`config.mk`:
```
export PLATFORM = sky130hd
export DESIGN_NAME = booth_operand_sequencer
export DESIGN_NICKNAME = d
export VERILOG_FILES = /design/src/rtl/booth_operand_sequencer_pkg.sv /design/src/rtl/booth_operand_fifo.sv /design/src/rtl/booth_operand_sequencer.sv
export SDC_FILE = /design/constraint.sdc
export NUM_CORES = 1
export LEC_CHECK = 0
export CAP_MARGIN = 20
export CORE_ASPECT_RATIO = 0.5
export CORE_MARGIN = 2
export CORE_UTILIZATION = 56
export DETAILED_ROUTE_END_ITERATION = 7
export PLACE_DENSITY = 0.9
export SLEW_MARGIN = 20
export SYNTH_ARGS = -nofsm -noshare
export SYNTH_HDL_FRONTEND = slang
export SYNTH_SLANG_ARGS = --single-unit
```
`constraint.sdc`:
```
create_clock -name clock -period 5.4 [get_ports clock]
set_input_delay 1.08 -clock clock [delete_from_list [all_inputs] [get_ports clock]]
set_output_delay 1.08 -clock clock [all_outputs]
set_load 0.01 [all_outputs]
```
`src/rtl/booth_operand_sequencer_pkg.sv`:
```
// Shared types and constants for the Booth operand sequencer.
// Covers the FSM encoding, datapath widths, the timeout sentinel and the FIFO entry layout.
package booth_operand_sequencer_pkg;

  localparam int OP_W   = 8;
  localparam int PROD_W = 16;

  localparam logic [PROD_W-1:0] TIMEOUT_SENTINEL = 16'hDEAD;

  typedef enum logic [1:0] {
    IDLE  = 2'b00,
    ISSUE = 2'b01,
    WAIT  = 2'b10,
    HOLD  = 2'b11
  } seq_state_t;

  // One FIFO entry: multiplicand in the upper byte, multiplier in the lower byte.
  typedef struct packed {
    logic [OP_W-1:0] a;
    logic [OP_W-1:0] b;
  } op_pair_t;

endpackage

```
`src/rtl/booth_operand_fifo.sv`:
```
// Synchronous DEPTH x W operand FIFO with an occupancy count.
// The head entry is always visible on rdata; DEPTH must be a power of two.
module booth_operand_fifo #(
  parameter int DEPTH = 4,
  parameter int W     = 16
) (
  input  logic                   clock,
  input  logic                   _reset,
  input  logic                   push,
  input  logic                   pop,
  input  logic [W-1:0]           wdata,
  output logic [W-1:0]           rdata,
  output logic                   full,
  output logic                   empty,
  output logic [$clog2(DEPTH):0] count
);

  localparam int AW = $clog2(DEPTH);

  logic [W-1:0]  mem [DEPTH];
  logic [AW-1:0] wr_ptr, rd_ptr;
  logic          do_push, do_pop;

  assign full    = (count == (AW+1)'(DEPTH));
  assign empty   = (count == '0);
  assign do_push = push && !full;
  assign do_pop  = pop && !empty;
  assign rdata   = mem[rd_ptr];

  always_ff @(posedge clock) begin
    if (do_push) mem[wr_ptr] <= wdata;
  end

  // Pointer arithmetic wraps naturally because DEPTH is a power of two.
  always_ff @(posedge clock or negedge _reset) begin
    if (!_reset) begin
      wr_ptr <= '0;
      rd_ptr <= '0;
      count  <= '0;
    end else begin
      if (do_push) wr_ptr <= wr_ptr + AW'(1);
      if (do_pop)  rd_ptr <= rd_ptr + AW'(1);
      case ({do_push, do_pop})
        2'b10:   count <= count + (AW+1)'(1);
        2'b01:   count <= count - (AW+1)'(1);
        default: count <= count;
      endcase
    end
  end

endmodule

```
`src/rtl/booth_operand_sequencer.sv`:
```
// Operand sequencer for the 8-bit Booth multiplier: it queues operand pairs, issues one multiply
// at a time and presents each product on a valid/ready port. Define BOOTH_SEQ_TIMEOUT_EN to enable the WAIT timeout.
module booth_operand_sequencer
  import booth_operand_sequencer_pkg::*;
#(
  parameter int DEPTH   = 4,
  parameter int TIMEOUT = 64
) (
  input  logic                   clock,
  input  logic                   _reset,
  input  logic                   in_valid,
  output logic                   in_ready,
  input  logic [OP_W-1:0]        in_a,
  input  logic [OP_W-1:0]        in_b,
  output logic                   mul_start,
  output logic [OP_W-1:0]        mul_a,
  output logic [OP_W-1:0]        mul_b,
  input  logic                   mul_done,
  input  logic [PROD_W-1:0]      mul_result,
  output logic                   out_valid,
  input  logic                   out_ready,
  output logic [PROD_W-1:0]      out_result,
  output logic [$clog2(DEPTH):0] count,
  output logic                   busy
`ifdef BOOTH_SEQ_TIMEOUT_EN
  ,
  output logic                   timeout_err
`endif
);

  seq_state_t          state;
  op_pair_t            head;
  logic [PROD_W-1:0]   head_raw;
  logic                full, empty, pop, timed_out;

  assign in_ready = !full;
  assign busy     = (state != IDLE);
  assign head     = head_raw;

  booth_operand_fifo #(.DEPTH(DEPTH), .W(PROD_W)) u_fifo (
    .clock  (clock),
    ._reset (_reset),
    .push   (in_valid),
    .pop    (pop),
    .wdata  ({in_a, in_b}),
    .rdata  (head_raw),
    .full   (full),
    .empty  (empty),
    .count  (count)
  );

`ifdef BOOTH_SEQ_TIMEOUT_EN
  localparam int TW = $clog2(TIMEOUT + 1);
  logic [TW-1:0] wait_cnt;

  // Fires on the TIMEOUT-th WAIT cycle; a done arriving in that same cycle still wins.
  assign timed_out = (state == WAIT) && !mul_done && (wait_cnt == TW'(TIMEOUT - 1));

  always_ff @(posedge clock or negedge _reset) begin
    if (!_reset) begin
      wait_cnt    <= '0;
      timeout_err <= 1'b0;
    end else begin
      if (state != WAIT) wait_cnt <= '0;
      else if (!mul_done) wait_cnt <= wait_cnt + TW'(1);
      if (timed_out) timeout_err <= 1'b1;
    end
  end
`else
  assign timed_out = 1'b0;
`endif

  // The head entry leaves the FIFO only once its multiply has finished (or been abandoned).
  assign pop = (state == WAIT) && (mul_done || timed_out);

  always_ff @(posedge clock or negedge _reset) begin
    if (!_reset) begin
      state      <= IDLE;
      mul_start  <= 1'b0;
      mul_a      <= '0;
      mul_b      <= '0;
      out_valid  <= 1'b0;
      out_result <= '0;
    end else begin
      case (state)
        // A lingering done from the multiplier must fall before the next issue.
        IDLE: if (!empty && !mul_done) begin
          mul_a     <= head.a;
          mul_b     <= head.b;
          mul_start <= 1'b1;
          state     <= ISSUE;
        end
        ISSUE: begin
          mul_start <= 1'b0;
          state     <= WAIT;
        end
        WAIT: if (mul_done) begin
          out_result <= mul_result;
          out_valid  <= 1'b1;
          state      <= HOLD;
        end else if (timed_out) begin
          out_result <= TIMEOUT_SENTINEL;
          out_valid  <= 1'b1;
          state      <= HOLD;
        end
        HOLD: if (out_ready) begin
          out_valid <= 1'b0;
          state     <= IDLE;
        end
        default: state <= IDLE;
      endcase
    end
  end

endmodule

```
Word level (Yosys, flattened, before mapping)
Memories as Yosys holds them, arrays and structs flattened. A register that Yosys moved wholly into a read port is not among the register bits.
Index checks and enable logic that the tools add are counted.
{"block": "totals", "regBits": 27, "mem_bits_rw": 64, "output_inout_bits": 39, "n_memories": 1}
{"memory": "u_fifo.mem", "words": 4, "word_bits": 16, "read_ports": 1, "rd_ports_with_merged_regs": 1, "wr": 1, "line": "booth_operand_fifo.sv:20", "rtl": "logic [W-1:0] mem [DEPTH];"}
{"block": "classes", "add_sub_neg": 4, "n_eq_ne": 9, "muxes": 12, "reduce_logical": 19}
{"operator": "$pmux 2 s4", "n": 1}
{"operator": "$reduce_bool 2->1", "n": 4}
{"operator": "$eq 2x2->1 const B", "n": 3}
{"operator": "$mux 2", "n": 3}
{"operator": "$ne 2x2->1 const B", "n": 3}
{"operator": "$pmux 3 s2", "n": 1}
{"operator": "$reduce_and 2->1", "n": 3}
{"operator": "$reduce_and 3->1", "n": 2}
{"operator": "$mux 1", "n": 5}
{"operator": "$add 2x1->2 const B", "n": 2}
{"operator": "$eq 2x1->1 const B", "n": 2}
{"operator": "$logic_and 1x1->1", "n": 4}
{"operator": "$logic_not 1->1", "n": 4}
{"operator": "$pmux 1 s2", "n": 2}
{"operator": "$add 3x1->3 const B", "n": 1}
{"operator": "$eq 3x3->1 const B", "n": 1}
{"operator": "$logic_not 3->1", "n": 1}
{"operator": "$sub 3x1->3 const B", "n": 1}
{"operator": "$logic_not 2->1", "n": 1}

Logic depth before layout (Yosys ltp)
{"block": "depth", "word_depth": 5, "depth_mapped": 9}

By module
A second synthesis with hierarchy kept.
{"block": "unflattened", "cells_unflattened": 219, "area_unflattened_um2": 4305.4}
{"mod": "booth_operand_fifo", "n_inst": 1, "cells_each": 121, "area_each_um2": 2775.2, "seq_area_each_um2": 2097.0}
{"mod": "booth_operand_sequencer", "n_inst": 1, "cells_each": 98, "area_each_um2": 1530.2, "seq_area_each_um2": 900.9}

Worst setup path after synthesis
No wires, ideal clock.
{"block": "synth_path", "kind": "input -> register", "startpoint": "input mul_done", "endpoint": "register u_fifo.count[2]", "setup_ns": 0.079, "arrival_ns": 2.457, "required_time_ns": 5.321, "setup_slack_ns": 2.864, "cell_stages": 8, "path_buffers": 1, "path_cell_list": "buf_2 > o311a_1 > ha_1 > inv_1 > fa_1 > xor2_1 > nor2_1 > xor2_1"}
{"block": "synth_via", "elab_chain_cells": 4}
{"element": "start, declared", "line": "booth_operand_sequencer.sv:18", "rtl": "input logic mul_done,"}
{"element": "$logic_and 1x1->1 *", "line": "booth_operand_sequencer.sv:74", "rtl": "assign pop = (state == WAIT) && (mul_done || timed_out);"}
{"element": "$logic_and 1x1->1 *", "line": "booth_operand_fifo.sv:27", "rtl": "assign do_pop = pop && !empty;"}
{"element": "via u_fifo.do_pop", "line": "booth_operand_fifo.sv:22", "rtl": "logic do_push, do_pop;"}
{"element": "$eq 2x1->1 or $eq 2x2->1 (tied branches)", "line": "booth_operand_fifo.sv:43", "rtl": "case ({do_push, do_pop})"}
{"element": "$pmux 3 s2 or $reduce_bool 2->1 (tied branches)"}
{"element": "end signal, assigned", "line": "booth_operand_fifo.sv:44", "rtl": "2'b10: count <= count + (AW+1)'(1);"}
{"element": "end signal, assigned", "line": "booth_operand_fifo.sv:45", "rtl": "2'b01: count <= count - (AW+1)'(1);"}
{"element": "end signal, assigned", "line": "booth_operand_fifo.sv:46", "rtl": "default: count <= count;"}
{"element": "end, declared", "line": "booth_operand_fifo.sv:15", "rtl": "output logic [$clog2(DEPTH):0] count"}
Mark *: on every way through the listed nets, which the timed path passes. The rest lies on a longest branch.
A chain may end at the register's enable or synchronous reset.

Worst setup path in the final report
{"block": "layout_path", "startpoint": "register state[0]", "endpoint": "output busy"}
{"block": "layout_via", "elab_chain_cells": 1}
{"element": "start, declared", "line": "booth_operand_sequencer.sv:31", "rtl": "seq_state_t state;"}
{"element": "start signal, assigned", "line": "booth_operand_sequencer.sv:78", "rtl": "state <= IDLE;"}
{"element": "start signal, assigned", "line": "booth_operand_sequencer.sv:91", "rtl": "state <= ISSUE;"}
{"element": "start signal, assigned", "line": "booth_operand_sequencer.sv:95", "rtl": "state <= WAIT;"}
{"element": "$reduce_bool 2->1", "line": "booth_operand_sequencer.sv:37", "rtl": "assign busy = (state != IDLE);"}
{"element": "end, declared", "line": "booth_operand_sequencer.sv:24", "rtl": "output logic busy"}
No other way between the ends.

==> metrics.md <==
| Metric | Value |
|---|---|
| Status | finished, final reports clean |
| Filler cell count | 406 |
| Synth Net Count | 267 |
| # setup viols final | 0 |
| Cts hold-fix bufs | 0 |
| Num CTS Buffers | 9 |
| CTS root buf | clkbuf_16 |
| Initial DRC count | 173 |
| Sequential area share after synthesis | 0.699 |
| Worst R2R Path Depth | 5 |
| Psw | 0.915 mW |
| Post-Route WL | 7920 µm |
| Tot GR Track Use | 0.208 |
| H-tree depth | 3 |
| Actual slew at the worst max-slew pin | 1.05 ns |
| Largest stage delay on the critical path | 0.57 ns |
| Clock sinks | 107 |
| WP data required | 4.32 ns |
| Die height | 65.9 µm |
| Hold EP | out_result[0]$_DFFE_PN0P_ |
| Sequential Power Share | 0.431 |
| RSZ-0062 raised after global routing | no |
| Via count | 2196 |
| Pint | 2.21 mW |
| Combinational Power Share | 0.341 |
| Leakage Power | 2.07 nW |
| P&R area growth vs syn | 26.6% |
| Rows | 22 |
| Fin Setup TNS | 0 ns |
| Mapped Area | 0.00429 mm² |
| First-pass GRT wire length | 12500 µm |
| Crit Path Max Fanout | 5 |
| Floorplan core area | 0.00738 mm² |
| First-pass detailed-route iteration total | 4 |
| DRT antenna net count | 0 |
| Worst slew margin | 0.298 |
| RR Startpoint | state[0]$_DFFE_PN0P_ |
| Share of layout cells above drive strength 1 | 0.204 |
| Period utilisation layout | 0.543 |
| Post-CTS setup repair buffer count | 0 |
| Hold Crit Depth | 1 |
| Synth warnings | 0 |
| Number of global-route vias before repair | 2292 |
| Maximum clock rate | 0.341 GHz |
| Final min period | 2.93 ns |
| Pin count of the biggest net entering global routing | 44 |
| Hold Crit Class | flop to flop |
| Pwr dens | 575 mW/mm² |
| CP dominant cell by count | inv_1 |
| Synth Area per Inst | 19.5 µm² |
| Synth Instances | 220 |
| Yosys reg bits | 107 |
| Fin Clk Skew | 0.0129 ns |
| Final core occ | 0.736 |
| Initial antenna violation count | 0 |
| Worst EP arrival | 1.85 ns |
| Met2 usage | 0.358 |
| Ys flop type | edfxtp_1 |
| GR Overflow Total | 0 |
| Worst VDD drop | 276 µV |
| Met3 usage | 0.0696 |
| Nets | 346 |
| FFs w/ async S/R, synth | 0.402 |
| Starting Density | 0.582 |
| Hold Fails Final Rpt | 0 |
| Most crowded layer after global routing | met2 |
| Vias per Instance | 5.49 |
| CTS max path bufs | 2 |
| Clock network power share | 0.228 |
| CP Class | flop to output port |
| Die width | 128 µm |
| CTS tree | done |
| Detailed Place HPWL | 5080 µm |
| Multi-input gate area | 0.00119 mm² |
| Crit path cell chain | inv_1, ha_1, inv_1, clkdlybuf4s50_1 |
| Port Buf Inserts | 75 |
| Switching Fraction | 0.293 |
| Register area | 0.00300 mm² |
| Endpoint type of the worst setup path | output port |
| Post-synth EDFFs | 64 |
| I/O pin cnt | 76 |
| Clk_lat worst skew | 0.35 ns |
| CTS clk-pin slew, worst paths | 0.07 ns |
| Hold path startpoint | out_result[0]$_DFFE_PN0P_ |
| Die footprint | 0.00842 mm² |
| DRC errors left | 0 |
| Post-CTS resize count | 0 |
| R2R Setup Slk | 3.12 ns |
| Met1 Track Usage GR | 0.253 |
| Final Slew Violations | 0 |
| RePlAce Congestion | 0.737 |
| ANT cells | 0 |
| R2r endpoint | mul_a[3]$_DFFE_PN0P_ |
| WL per Instance | 19.8 µm |
| Yosys cell types | 36 |
| Total of max-cap violations | 0 |
| Slowest CP cell | clkdlybuf4s50_1 |
| Startpoint Class | flop |
-- through the flow --
step | power, mW | std cells | instance area, µm² | setup slack, ns | hold slack (ns)
after CTS | 3.15 | 400 | 5430 | 2.46 | 0.510
after detailed placement | 2.43 | 384 | 5090 | 2.18 | 0.494
after floorplan | 1.96 | 220 | 4290 | 2.86 | 0.517
after global routing | 3.29 | 400 | 5430 | 2.36 | 0.527
after global placement | 2.35 | 384 | 5090 | 2.29 | 0.486
final | 3.13 | 400 | 5430 | 2.47 | 0.504
-- synthesized netlist by cell type (all sizes together) (3+ instances only) --
library cell / number / area (µm²)
edfxtp: 64 / 1920
dfrtp: 43 / 1080
mux2: 34 / 417
mux4: 16 / 390
inv: 10 / 37.5
ha: 9 / 113
buf: 6 / 57.6
nand2: 5 / 18.8
and3: 4 / 25.0
nor3: 3 / 31.3
xnor2: 3 / 26.3
xor2: 3 / 26.3
-- cell families (layout without fill, tap and decap cells) --
group | after synthesis | after routing | share of synthesized area
xor+xnor | 6 | 6 | 0.0123
simple gates | 21 | 21 | 0.0330
mux | 50 | 50 | 0.188
compound gates | 9 | 9 | 0.0140
fa+ha+maj | 10 | 10 | 0.0309
flops | 107 | 107 | 0.699
buf+inv | 17 | 101 | 0.0230
-- critical path: cells and delay by family, from the launching register on --
kind / cells / cell delay [ns]
fa+ha+maj: 1 / 0.25
buf+inv: 3 / 0.83
flops: 1 / 0.42
-- layout by cell type, fill, tap and decap left out --
| cell | n |
|---|---|
| clkdlybuf4s50_1 | 74 |
| edfxtp_1 | 64 |
| dfrtp_1 | 43 |
| mux2_2 | 24 |
| inv_1 | 10 |
| mux2_4 | 9 |
| ha_1 | 9 |
| clkbuf_16 | 9 |
| mux4_2 | 8 |
| mux4_1 | 8 |
| nand2_1 | 5 |
| and3_1 | 4 |
| xnor2_1 | 3 |
| xor2_1 | 3 |
| inv_8 | 3 |
| o21ai_0 | 2 |
| nand2b_1 | 2 |
| a21oi_1 | 2 |
| bufinv_16 | 2 |
| o311a_1 | 1 |
| or3b_4 | 1 |
| nor3_2 | 1 |
| nor3_4 | 1 |
| o31a_1 | 1 |
| o22ai_1 | 1 |
| o2bb2ai_1 | 1 |
| or4b_1 | 1 |
| nand4_1 | 1 |
| mux2_1 | 1 |
| and2_4 | 1 |
| nor2_1 | 1 |
| nor2b_1 | 1 |
| or4_1 | 1 |
| a31oi_1 | 1 |
| nor3_1 | 1 |
| fa_1 | 1 |
| clkinv_2 | 1 |
| clkinv_4 | 1 |
| buf_4 | 1 |
-- registers in the layout, indices dropped and copies added (netlist names) --
name	cells
u_fifo.wr_ptr	2
mul_b	8
out_result	16
mul_a	8
u_fifo.rd_ptr	2
mul_start	1
out_valid	1
u_fifo.count	3
state	2
u_fifo.mem	64
-- power by group through the flow --
stage | clock (mW) | sequential (mW) | combinational (mW)
floorplan | 0 | 1.33 | 0.625
global placement | 0 | 1.34 | 1.02
detailed placement | 0 | 1.36 | 1.07
CTS | 0.726 | 1.35 | 1.08
global route | 0.759 | 1.38 | 1.14
finish | 0.713 | 1.35 | 1.07
-- cell type report --
class,instances,share of cell area
multi-input combinational,96,0.220
inverter,10,0.00691
clock inverter,7,0.0198
sequential,107,0.552
clock buffer,9,0.0415
timing repair buffer,75,0.138
tap,96,0.0221
-- how the worst max path moves through the flow --
stage / start / end / slack [ns] / cells after the start
floorplan: mul_done / u_fifo.count[2]$_DFFE_PN0P_ / 2.86 / 8
global placement: mul_done / u_fifo.count[2]$_DFFE_PN0P_ / 2.29 / 8
detailed placement: mul_done / u_fifo.count[2]$_DFFE_PN0P_ / 2.18 / 8
CTS: state[0]$_DFFE_PN0P_ / busy / 2.46 / 4
global route: mul_done / u_fifo.count[2]$_DFFE_PN0P_ / 2.36 / 8
finish: state[0]$_DFFE_PN0P_ / busy / 2.47 / 4
-- routing by layer --
layer  wire length, µm  up-vias
li1                  -     1002
met1              3230     1099
met2              4080       87
met3               531        8
met4                80        0
met5                 0        -
No activity file was read; power rests on OpenSTA's default activity.
